==> config.mk <==
export PLATFORM = sky130hd
export DESIGN_NAME = pwm_capture
export DESIGN_NICKNAME = d
export VERILOG_FILES = /design/src/rtl/pwm_pkg.sv /design/src/rtl/sync_edge.sv /design/src/rtl/pwm_capture.sv
export SDC_FILE = /design/constraint.sdc
export NUM_CORES = 1
export LEC_CHECK = 0
export CAP_MARGIN = 20
export CORE_MARGIN = 3
export CORE_UTILIZATION = 50
export CTS_BUF_LIST = sky130_fd_sc_hd__clkbuf_8
export DETAILED_ROUTE_END_ITERATION = 8
export GPL_ROUTABILITY_DRIVEN = 0
export PLACE_DENSITY = 0.84
export SKIP_LAST_GASP = 1
export SLEW_MARGIN = 10
export SYNTH_ARGS = -nofsm -noshare
export SYNTH_HDL_FRONTEND = slang
export SYNTH_SLANG_ARGS = --single-unit
==> constraint.sdc <==
create_clock -name clk -period 6.9 [get_ports clk]
set_clock_uncertainty 0.2 [all_clocks]
set_input_delay 2.07 -clock clk [delete_from_list [all_inputs] [get_ports clk]]
set_output_delay 2.07 -clock clk [all_outputs]
set_load 0.01 [all_outputs]
==> src/rtl/pwm_pkg.sv <==
// Shared definitions for the PWM capture block: default counter sizing
// and the measurement state encoding.
package pwm_pkg;

    localparam int unsigned CNT_W_DEF   = 11;
    localparam int unsigned TIMEOUT_DEF = 2000;

    typedef enum logic [1:0] {
        ST_WAIT = 2'd0,
        ST_HIGH = 2'd1,
        ST_LOW  = 2'd2
    } state_e;

endpackage

==> src/rtl/sync_edge.sv <==
// Two-flop synchronizer for an asynchronous level input, followed by a delay
// flop so single-cycle rise/fall strobes can be derived in the clk domain.
module sync_edge (
    input  logic clk,
    input  logic rst_n,
    input  logic d_in,
    output logic s,
    output logic rise,
    output logic fall
);

    logic meta_q, meta_d;
    logic sync_q, sync_d;
    logic dly_q,  dly_d;

    always_comb begin
        meta_d = d_in;
        sync_d = meta_q;
        dly_d  = sync_q;
    end

    always_ff @(posedge clk or negedge rst_n) begin
        if (!rst_n) begin
            meta_q <= 1'b0;
            sync_q <= 1'b0;
            dly_q  <= 1'b0;
        end else begin
            meta_q <= meta_d;
            sync_q <= sync_d;
            dly_q  <= dly_d;
        end
    end

    assign s    = sync_q;
    assign rise =  sync_q & ~dly_q;
    assign fall = ~sync_q &  dly_q;

endmodule

==> src/rtl/pwm_capture.sv <==
// Measures high time and period of an incoming PWM signal once per period,
// and reports a line that has stopped toggling as stuck high or stuck low.
module pwm_capture
    import pwm_pkg::*;
#(
    parameter int unsigned CNT_W   = CNT_W_DEF,
    parameter int unsigned TIMEOUT = TIMEOUT_DEF
) (
    input  logic             clk,
    input  logic             rst_n,
    input  logic             pwm_in,
    output logic [CNT_W-1:0] high_cnt,
    output logic [CNT_W-1:0] period_cnt,
    output logic             meas_valid,
    output logic             stuck_high,
    output logic             stuck_low
);

    localparam logic [CNT_W-1:0] TIMEOUT_C = CNT_W'(TIMEOUT);
    localparam logic [CNT_W-1:0] CNT_MAX   = '1;
    localparam logic [CNT_W-1:0] CNT_ONE   = CNT_W'(1);

    logic s, rise, fall;

    sync_edge u_sync (
        .clk   (clk),
        .rst_n (rst_n),
        .d_in  (pwm_in),
        .s     (s),
        .rise  (rise),
        .fall  (fall)
    );

    state_e           state_q, state_d;
    logic [CNT_W-1:0] run_cnt_q, run_cnt_d;
    logic [CNT_W-1:0] hi_lat_q, hi_lat_d;
    logic [CNT_W-1:0] high_cnt_q, high_cnt_d;
    logic [CNT_W-1:0] period_cnt_q, period_cnt_d;
    logic             meas_valid_q, meas_valid_d;
    logic             stuck_high_q, stuck_high_d;
    logic             stuck_low_q, stuck_low_d;
    logic             timeout;
    logic             restart;

    always_comb begin
        state_d      = state_q;
        run_cnt_d    = run_cnt_q;
        hi_lat_d     = hi_lat_q;
        high_cnt_d   = high_cnt_q;
        period_cnt_d = period_cnt_q;
        meas_valid_d = 1'b0;
        stuck_high_d = stuck_high_q;
        stuck_low_d  = stuck_low_q;

        timeout = (run_cnt_q == TIMEOUT_C);
        // run_cnt spans a whole period in HIGH/LOW; only WAIT restarts on a fall
        restart = rise | ((state_q == ST_WAIT) & fall);

        if (restart) begin
            run_cnt_d = CNT_ONE;
        end else if (run_cnt_q != CNT_MAX) begin
            run_cnt_d = run_cnt_q + 1'b1;
        end

        if (timeout) begin
            state_d      = ST_WAIT;
            stuck_high_d = s;
            stuck_low_d  = ~s;
            high_cnt_d   = '0;
            period_cnt_d = '0;
            meas_valid_d = s ? ~stuck_high_q : ~stuck_low_q;
        end else begin
            case (state_q)
                ST_WAIT: begin
                    if (rise) state_d = ST_HIGH;
                end
                ST_HIGH: begin
                    if (fall) begin
                        hi_lat_d = run_cnt_q;
                        state_d  = ST_LOW;
                    end
                end
                ST_LOW: begin
                    if (rise) begin
                        period_cnt_d = run_cnt_q;
                        high_cnt_d   = hi_lat_q;
                        meas_valid_d = 1'b1;
                        stuck_high_d = 1'b0;
                        stuck_low_d  = 1'b0;
                        state_d      = ST_HIGH;
                    end
                end
                default: state_d = ST_WAIT;
            endcase
        end
    end

    always_ff @(posedge clk or negedge rst_n) begin
        if (!rst_n) begin
            state_q      <= ST_WAIT;
            run_cnt_q    <= '0;
            hi_lat_q     <= '0;
            high_cnt_q   <= '0;
            period_cnt_q <= '0;
            meas_valid_q <= 1'b0;
            stuck_high_q <= 1'b0;
            stuck_low_q  <= 1'b0;
        end else begin
            state_q      <= state_d;
            run_cnt_q    <= run_cnt_d;
            hi_lat_q     <= hi_lat_d;
            high_cnt_q   <= high_cnt_d;
            period_cnt_q <= period_cnt_d;
            meas_valid_q <= meas_valid_d;
            stuck_high_q <= stuck_high_d;
            stuck_low_q  <= stuck_low_d;
        end
    end

    assign high_cnt   = high_cnt_q;
    assign period_cnt = period_cnt_q;
    assign meas_valid = meas_valid_q;
    assign stuck_high = stuck_high_q;
    assign stuck_low  = stuck_low_q;

endmodule

==> results.md <==
* Status: complete, no violations
* Worst rel slew slack at approximately two fifths
* Wirelength per Cell at 17.5 um
* Clock latency at the later pin of the worst-skew pair at 0.31 ns
* Metal2 WL at 2120 um
* CTS H-tree depth at 2
* Worst-Margin Slew at a little under 0.9 ns
* Synth Register Bits at 52
* Syn_nets at 172
* Drt pass-1 iters at 4
* Hold path depth at 0
* Worst reg2reg path endpoint: hi_lat_q[3]$_DFFE_PN0P_
* Top sig layer: met4
* Port buffer count at 27
* Starting Density at between 50 and 60%
* Worst R2R Setup Slack at 4.17 ns
* CTS clk-pin slew, worst paths at 0.09 ns
* Wire length on met3 at 221 um
* Total track usage at 18.4%
* DIE AREA at 5060 um^2
* Register area at 1300 um^2
* Gr ovfl total at 0
* Chip Height at 71.1 um
* Yosys top cell area share at 61.3%
* Pin count of the biggest net entering global routing at 53
* Final total power at 0.748 mW
* Gate power share at 23.1%
* Sequential fraction of the synthesis area at 61.3%
* Largest cells by area after synthesis: dfrtp_1 61%, a22o_1 9.9%, mux2_2 5.8%
* Post-CTS Setup Inserts at 0
* Synthesized area per cell at 12.7 um^2
* Initial drt markers at 84
* Layout cells sized above 1 at about an eighth
* Critical path's largest stage delay at 0.55 ns
* Area after DPL at 2410 um^2
* Ys async rst share at 100%
* Via count at about 1500
* R2r startpoint: run_cnt_q[0]$_DFFE_PN0P_
* Vias/cell at 5.98
* Area grow syn2layout at 18.0%
* WHS Endpoint: u_sync.s$_DFF_PN0_
* VDD IR max at 181 uV
* Hold Path Class: reg -> reg
* Min Tclk post-route at 3.51 ns
* Leading area contributor after synthesis: dfrtp_1
* Core ar. at 4060 um^2
* Initial antenna violation count at 0
* Most common cell in the synthesized netlist: dfrtp_1
* Switching power at 0.231 mW
* Max-Cap Viols at 0
* Final hold violations at 0
* CP top delay family: buffers and inverters
* CP cell instances: clkdlybuf4s50_1
* Clock Root Buffer: clkbuf_8
* Slowest CP cell: clkdlybuf4s50_1
* Final HPWL DP at 2890 um
* Ys flop type: dfrtp_1
* Crit end category: primary output
* Chip Width at slightly above 70 um
* Pwr dens at 299 nW/um^2
* Row count at 23
* Library cells used by synthesis at 35
* Post-CTS Resized at 0
* RSZ-0062 raised after global routing: false
* IO Pins at 28
* Synth Instances at around 170
* DRC at 0
* Tcrit/Tclk final at 50.9%
* Synth warn at 0
* Number of diodes at 0
* Routed Antenna Nets at 0
* Crit Path Class: reg -> out
* Worst path required time at 4.63 ns
* CP arrival at roughly 1.2 ns
* Fmax at approximately 280 MHz
* Count of hold-fix buffers inserted at cts at 0
* Number of synthesized flops with an enable pin at 0
* Vias in the first global route at about 1500
* Critical path peak fanout at 3
* Layout Cell Area excl Fill at 2500 um^2
* Setup violators final at 0
* TritonCTS clock tree: done
* Cell area after synthesis at 2120 um^2
* Clock sinks at 52
* Final setup TNS at 0 ns
* Final WL at ~4300 um
* CTS Buffer Depth at 2
* Fill count at 310
* Worst hold start: u_sync.meta_q$_DFF_PN0_
* Multi-input logic area at 747 um^2
* Reg power frac at 53.4%
* Slew Limit Fails at 0
* Layout Nets at 199
* Worst reg2reg path depth at 6
* First-pass GRT wire length at ~7300 um
* Sw Share at 30.9%
* Internal power at 0.517 mW
* Met1 wire length at 1830 um
* Synth top cells by count: 52 x dfrtp_1, 24 x a22o_1, 12 x nor2_1, 11 x mux2_2, 6 x a21oi_1
* LEAKAGE at between 1 and 1.5 nW
* Power share of the clock group at 23.4%
* Buf/Inv on CP at 1
* Critical path launch point type: flip-flop
* CTS buffer count at 5
==> power by group through the flow <==
stage / Combinational [mW] / Sequential [mW] / Clock, mW
2_1_floorplan: 0.112 / 0.394 / 0
3_3_place_gp: 0.165 / 0.401 / 0
3_5_place_dp: 0.173 / 0.404 / 0
4_1_cts: 0.175 / 0.399 / 0.178
5_1_grt: 0.189 / 0.407 / 0.191
6_report: 0.173 / 0.400 / 0.175
==> layout by cell type (no fill, tap or decap), types with 3 or more instances in the layout <==
cell             netlist  routed
nor3_1                 3       3
clkbuf_8               0       5
buf_4                  0       3
mux2_2                11      11
o21ai_0                4       4
nand2_1                3       3
dfrtp_1               52      52
nor2_1                12      12
or3_1                  3       3
a21oi_1                6       6
inv_1                  5       5
nand3_1                5       5
nor2b_1                3       3
a22o_1                24      24
clkdlybuf4s50_1        0      26
==> flip-flops by register name, summed over array words and instances, names as in the netlist <==
| signal | count |
|---|---|
| state_q | 2 |
| u_sync.dly_q | 1 |
| u_sync.s | 1 |
| u_sync.meta_q | 1 |
| meas_valid | 1 |
| stuck_low | 1 |
| run_cnt_q | 11 |
| hi_lat_q | 11 |
| period_cnt | 11 |
| high_cnt | 11 |
| stuck_high | 1 |
==> routing by layer <==
metal	GRT usage (%)	vias to the layer above
li1	-	662
met1	24.6	727
met2	29.0	58
met3	3.13	17
met4	9.39	0
met5	0	-
==> through the flow <==
stage	instances	hold WS, ns	utilization [%]	setup slack, ns
6_report	245	0.159	61.7	3.39
5_1_grt	245	0.160	61.7	3.34
4_1_cts	245	0.159	61.7	3.38
3_5_place_dp	237	0.137	59.4	3.63
3_3_place_gp	237	0.132	59.4	3.70
2_1_floorplan	167	0.131	-	4.24
==> logic make-up after synthesis <==
kind of cell | Yosys count | share of synthesized area [%]
compound gates | 42 | 15.0
xor+xnor | 2 | 0.826
fa+ha+maj | 2 | 1.18
buf+inv | 14 | 3.48
flops | 52 | 61.3
mux | 13 | 6.78
simple gates | 42 | 11.4
==> cell type report <==
cell class | count | area share [%]
Sequential cell | 52 | 51.9
Inverter | 5 | 0.749
Multi-Input combinational cell | 101 | 29.8
Timing Repair Buffer | 29 | 11.3
Clock inverter | 3 | 0.949
Clock buffer | 5 | 2.75
Tap cell | 50 | 2.50
==> worst max path at each step <==
| stage | startpoint | endpoint | slack [ns] | cells after the start |
|---|---|---|---|---|
| finish | stuck_low$_DFFE_PN0P_ | stuck_low | 3.39 | 1 |
| global route | stuck_low$_DFFE_PN0P_ | stuck_low | 3.34 | 1 |
| CTS | stuck_low$_DFFE_PN0P_ | stuck_low | 3.38 | 1 |
| detailed placement | rst_n | state_q[0]$_DFFE_PN0P_ | 3.63 | 1 |
| global placement | rst_n | period_cnt[2]$_DFFE_PN0P_ | 3.70 | 1 |
| floorplan | stuck_high$_DFFE_PN0P_ | stuck_high | 4.24 | 0 |
Power figures use the tool's default switching activity.
